==> src/rtl/vending_change_dispenser.sv <==
// Coin-operated vending controller: accumulates credit, vends at PRICE and
// pays any remainder (or a cancelled credit) back as greedy 10/5 change.
module vending_change_dispenser #(
    parameter int PRICE = 4
) (
    input  logic       i_clk,
    input  logic       i_rst,
    input  logic       i_coin_5,
    input  logic       i_coin_10,
    input  logic       i_coin_20,
    input  logic       i_cancel,
    input  logic       i_change_ready,
    output logic [3:0] o_credit,
    output logic       o_vend,
    output logic       o_change_valid,
    output logic       o_change_coin,
    output logic       o_coin_reject,
    output logic       o_busy
);

    typedef enum logic [1:0] {IDLE, VEND, CHANGE} state_t;

    localparam logic [3:0] PRICE_U = 4'(PRICE);

    state_t     state_q, state_d;
    logic [3:0] credit_q, credit_d;
    logic       reject_q, reject_d;

    logic [2:0] coin_value;
    logic [3:0] credit_sum;
    logic [3:0] change_step;
    logic [3:0] change_left;
    logic       any_coin;

    // Credit stays below PRICE in IDLE, so credit + 7 never exceeds 14.
    always_comb begin
        coin_value  = {2'b00, i_coin_5} + {1'b0, i_coin_10, 1'b0} + {i_coin_20, 2'b00};
        credit_sum  = credit_q + {1'b0, coin_value};
        change_step = (credit_q >= 4'd2) ? 4'd2 : 4'd1;
        change_left = credit_q - change_step;
        any_coin    = i_coin_5 | i_coin_10 | i_coin_20;
    end

    always_ff @(posedge i_clk) begin
        if (i_rst) begin
            state_q  <= IDLE;
            credit_q <= 4'd0;
            reject_q <= 1'b0;
        end else begin
            state_q  <= state_d;
            credit_q <= credit_d;
            reject_q <= reject_d;
        end
    end

    always_comb begin
        state_d = state_q;
        case (state_q)
            IDLE: begin
                if (credit_sum >= PRICE_U) begin
                    state_d = VEND;
                end else if (i_cancel && (credit_sum != 4'd0)) begin
                    state_d = CHANGE;
                end
            end
            VEND:    state_d = (credit_q != PRICE_U) ? CHANGE : IDLE;
            CHANGE: begin
                if (i_change_ready && (change_left == 4'd0)) begin
                    state_d = IDLE;
                end
            end
            default: state_d = IDLE;
        endcase
    end

    // Coins arriving while busy never touch credit; they are bounced back.
    always_comb begin
        credit_d = credit_q;
        reject_d = 1'b0;
        case (state_q)
            IDLE:   credit_d = credit_sum;
            VEND: begin
                credit_d = credit_q - PRICE_U;
                reject_d = any_coin;
            end
            CHANGE: begin
                if (i_change_ready) begin
                    credit_d = change_left;
                end
                reject_d = any_coin;
            end
            default: credit_d = 4'd0;
        endcase
    end

    always_comb begin
        o_credit       = credit_q;
        o_vend         = (state_q == VEND);
        o_change_valid = (state_q == CHANGE);
        o_change_coin  = (state_q == CHANGE) && (credit_q >= 4'd2);
        o_coin_reject  = reject_q;
        o_busy         = (state_q != IDLE);
    end

endmodule

==> config.mk <==
export PLATFORM = sky130hd
export DESIGN_NAME = vending_change_dispenser
export DESIGN_NICKNAME = d
export VERILOG_FILES = /design/src/rtl/vending_change_dispenser.sv
export SDC_FILE = /design/constraint.sdc
export NUM_CORES = 1
export LEC_CHECK = 0
export BUFFER_PORTS_ARGS = -buffer_cell sky130_fd_sc_hd__buf_2
export CORE_AREA = 3 3 61 46
export CTS_CLUSTER_DIAMETER = 60
export CTS_CLUSTER_SIZE = 10
export DETAILED_ROUTE_END_ITERATION = 10
export DIE_AREA = 0 0 64 49
export SLEW_MARGIN = 20
export SYNTH_ARGS = -nofsm -noshare
export SYNTH_HDL_FRONTEND = slang
export SYNTH_SLANG_ARGS = --single-unit
==> constraint.sdc <==
create_clock -name i_clk -period 6.2 [get_ports i_clk]
set_input_delay 1.24 -clock i_clk [delete_from_list [all_inputs] [get_ports i_clk]]
set_output_delay 1.24 -clock i_clk [all_outputs]
set_load 0.01 [all_outputs]
==> summary.txt <==
Run status
  – Status: finished, final reports clean

Clock tree
  – Cts bufs inserted: 3
  – Clock Path Buffers: 2
  – CTS Hold Buffers Added: 0
  – Clk Latency, worst-skew pair: about 250 ps
  – CTS root buf: clkbuf_4
  – CTS Sinks: 7
  – Post CTS Setup Buffer Count: 0
  – Clock transition at path regs: approximately 50 ps
  – PostCTS Resize Cnt: 0
  – H-tree levels: 1
  – CTS tree: yes

Power and ir drop
  – Sw Ratio: 0.4906
  – Pwr dens: around 570 nW/um^2
  – Clk pwr share: 0.093
  – P_sw: 0.0002260 W
  – Sequential share of power: 0.207
  – Pint: approximately 0.00023 W
  – Worst VDD drop: around 0.20 mV
  – Static leakage: between 0.3 and 0.4 nW
  – Comb power frac: 0.701

Flow run
  – Max Cap Violations: 0

Layout
  – Layout cells sized above 1: 0.2371
  – Final Util: 0.3697
  – Area growth from synthesis to layout: 20.26%
  – Fill count: 233
  – Antenna cell count: 0
  – Final net count: about 120

Floorplan
  – Full die area: ~3100 sq um
  – Die height: just under 50 microns
  – Total core area: roughly 2200 sq um
  – Chip width: ~64 microns
  – Num ports: 16
  – Row cnt: 14
  – Initial Utilization: 0.3074

STA
  – Slew of the pin with the lowest slew margin: ~380 ps
  – Fin crit period: 2848 ps
  – Setup TNS: 0 ps
  – Final Hold Vio Count: 0
  – Setup violators final: 0
  – RSZ-0062 raised after global routing: no
  – Period Utilization, post-route: 0.4594
  – Setup Skew: roughly 2.5 ps
  – Slew Limit Fails: 0
  – Fmax: 0.3511 GHz
  – Slew Limit Headroom: 0.7499

Detailed routing
  – Via density per instance: 4.915
  – Starting DRT DRC Count: 16
  – Antenna viol nets, final: 0
  – Final WL: between 1500 and 2000 microns
  – Routed len/inst: 13.16 microns
  – # DRC: 0
  – Drt first pass iters: 4
  – Vias post-DR: about 630

Global route
  – First-pass GRT wire length: ~2900 microns
  – Vias in the first global route: roughly 610
  – GRT Total Usage: 0.1194
  – Largest net degree at the start of global routing: 10
  – Total grt overflow: 0
  – Initial antenna violation count: 0

Critical path
  – CP max FO: 9
  – Max stage delay on crit path: approximately 530 ps
  – Startpoint Class: flip-flop
  – CP required: between 4000 and 5000 ps
  – Top delay family on crit path: flip-flops
  – Crit path cell chain: inv_1 > ha_1 > and2b_2 > nor2b_1 > buf_2
  – CP Class: flip-flop to output pin
  – CP bufs+invs: 2
  – CP arrival: approximately 1600 ps
  – CP max-delay cell: dfxtp_1
  – Crit. End Element: output pin

Synthesis
  – Seq/Total Area, Yosys: 0.2082
  – Cell variety after synth: 33
  – Mapped Area: 673.1 sq um
  – Synth Warn #: 0
  – Post-Syn Instances: approximately 80
  – Synth Register Bits: 7
  – Mapped Nets: 97
  – Syn Area/Cell: approximately 8.5 sq um

Place
  – IO buf count: 15
  – Post-DP HPWL: about 1400 microns
  – Routability-driven placement congestion ratio: around 0.78

Worst hold path
  – Worst Hold Class: flip-flop to flip-flop
-- metrics by stage --
step | total power [W] | std cells | worst slack [ps] | hold slack (ps) | area, sq um
6_report | 0.0004607 | 129 | 3352 | 514.9 | 809.5
3_3_place_gp | 0.0004138 | 125 | 3368 | 503.0 | 783.3
5_1_grt | 0.0005055 | 129 | 3226 | 565.9 | 809.5
2_1_floorplan | 0.0003347 | 79 | 3575 | 472.5 | 673.1
3_5_place_dp | 0.0004149 | 125 | 3369 | 508.2 | 783.3
4_1_cts | 0.0004623 | 129 | 3360 | 516.8 | 809.5
-- path summary, 6_finish.rpt --
| kind | from | end | slack [ps] | cells after the start |
|---|---|---|---|---|
| worst min-delay path | state_q[0]$_SDFFE_PP0P_ | state_q[0]$_SDFFE_PP0P_ | 510 | 2 |
| worst max register to register | o_credit[2]$_SDFFE_PP0N_ | state_q[1]$_SDFFE_PP0P_ | 3680 | 11 |
| worst min register to register | state_q[0]$_SDFFE_PP0P_ | state_q[0]$_SDFFE_PP0P_ | 510 | 2 |
| worst max-delay path | o_credit[2]$_SDFFE_PP0N_ | o_change_coin | 3350 | 5 |
-- cell type report --
cell class | instances | area [sq um] | area share
sequential | 7 | 140.1 | 0.1731
inverter | 15 | 56.30 | 0.06955
tap | 32 | 40.04 | 0.04946
timing repair buffer | 15 | 75.07 | 0.09274
clock buffer | 4 | 26.28 | 0.03246
multi-input combinational | 56 | 471.7 | 0.5827
-- cell families after synthesis --
kind of cell               share of synthesized area
and+or+nand+nor                               0.1580
xor gates and xnor gates                     0.05205
buffers and inverters                        0.09106
adders and majority gates                     0.2156
DFF                                           0.2082
AOI/OAI and AO/OA                             0.2751
-- state kept, by name, indices dropped and copies added, names as in the netlist --
| name | count |
|---|---|
| o_coin_reject | 1 |
| o_credit | 4 |
| state_q | 2 |
-- tightest hold or removal path, cell delays in order (launching register included) --
cell and delay (ps):
dfxtp_1 330, nand2_1 60, o2bb2ai_1 70
-- metal layers --
| layer | GRT usage | routed length (microns) | up-vias |
|---|---|---|---|
| met1 | 0.1697 | 875 | 292 |
| li1 | - | - | 320 |
| met4 | 0.01075 | 0 | 0 |
| met3 | 0.05300 | 120 | 0 |
| met5 | 0 | 0 | - |
| met2 | 0.1698 | 701 | 22 |
-- synth_stat cells (all sizes together) --
cell type	n	area [sq um]
and2b	1	8.760
a21oi	4	23.77
o21a	2	15.01
o21ba	1	10.01
ha	10	125.1
a21o	1	7.510
inv	15	56.30
fa	1	20.02
dfxtp	7	140.1
a22oi	3	22.52
nand2	2	7.510
a211oi	1	7.510
o221ai	1	8.760
o31ai	1	21.27
o21ai	1	5.000
o2bb2ai	1	8.760
nor2b	2	12.51
xnor2	2	17.52
nand4b	1	8.760
o311a	1	10.01
a222oi	1	10.01
nor3	3	20.02
o211ai	1	7.510
buf	1	5.000
nor2	4	15.01
or2	3	18.77
xor2	2	17.52
nand3	3	15.01
o211a	1	10.01
o41ai	2	17.52
-- power groups by stage --
stage / sequential, W / clock [W] / combinational, W
4_1_cts: 0.0000949 / 0.0000440 / 0.000323
3_3_place_gp: 0.0000954 / 0 / 0.000318
2_1_floorplan: 0.0000876 / 0 / 0.000247
5_1_grt: 0.000100 / 0.0000469 / 0.000358
6_report: 0.0000952 / 0.0000426 / 0.000323
3_5_place_dp: 0.0000961 / 0 / 0.000319
-- cells in the final DEF, fill, tap and decap left out --
cell / Yosys / layout
ha_1: 10 / 10
o211ai_1: 1 / 1
fa_1: 1 / 1
nor3_2: 1 / 1
nand2_1: 2 / 2
or2_1: 2 / 2
clkbuf_4: 0 / 3
o21ai_0: 1 / 1
xnor2_1: 2 / 2
o21a_1: 2 / 2
o31ai_4: 1 / 1
a222oi_1: 1 / 1
inv_1: 15 / 15
a21oi_2: 1 / 1
clkbuf_1: 0 / 1
o2bb2ai_1: 1 / 1
o21ba_1: 1 / 1
dfxtp_1: 7 / 7
nor3_1: 2 / 2
and2b_2: 1 / 1
o221ai_1: 1 / 1
nor2_1: 4 / 4
nand4b_1: 1 / 1
xor2_1: 2 / 2
a21o_1: 1 / 1
nand3_1: 3 / 3
a211oi_1: 1 / 1
o211a_1: 1 / 1
a21oi_1: 3 / 3
nor2b_1: 2 / 2
a22oi_1: 3 / 3
or2_2: 1 / 1
buf_2: 1 / 15
o41ai_1: 2 / 2
o311a_1: 1 / 1
Power figures use the tool's default switching activity.
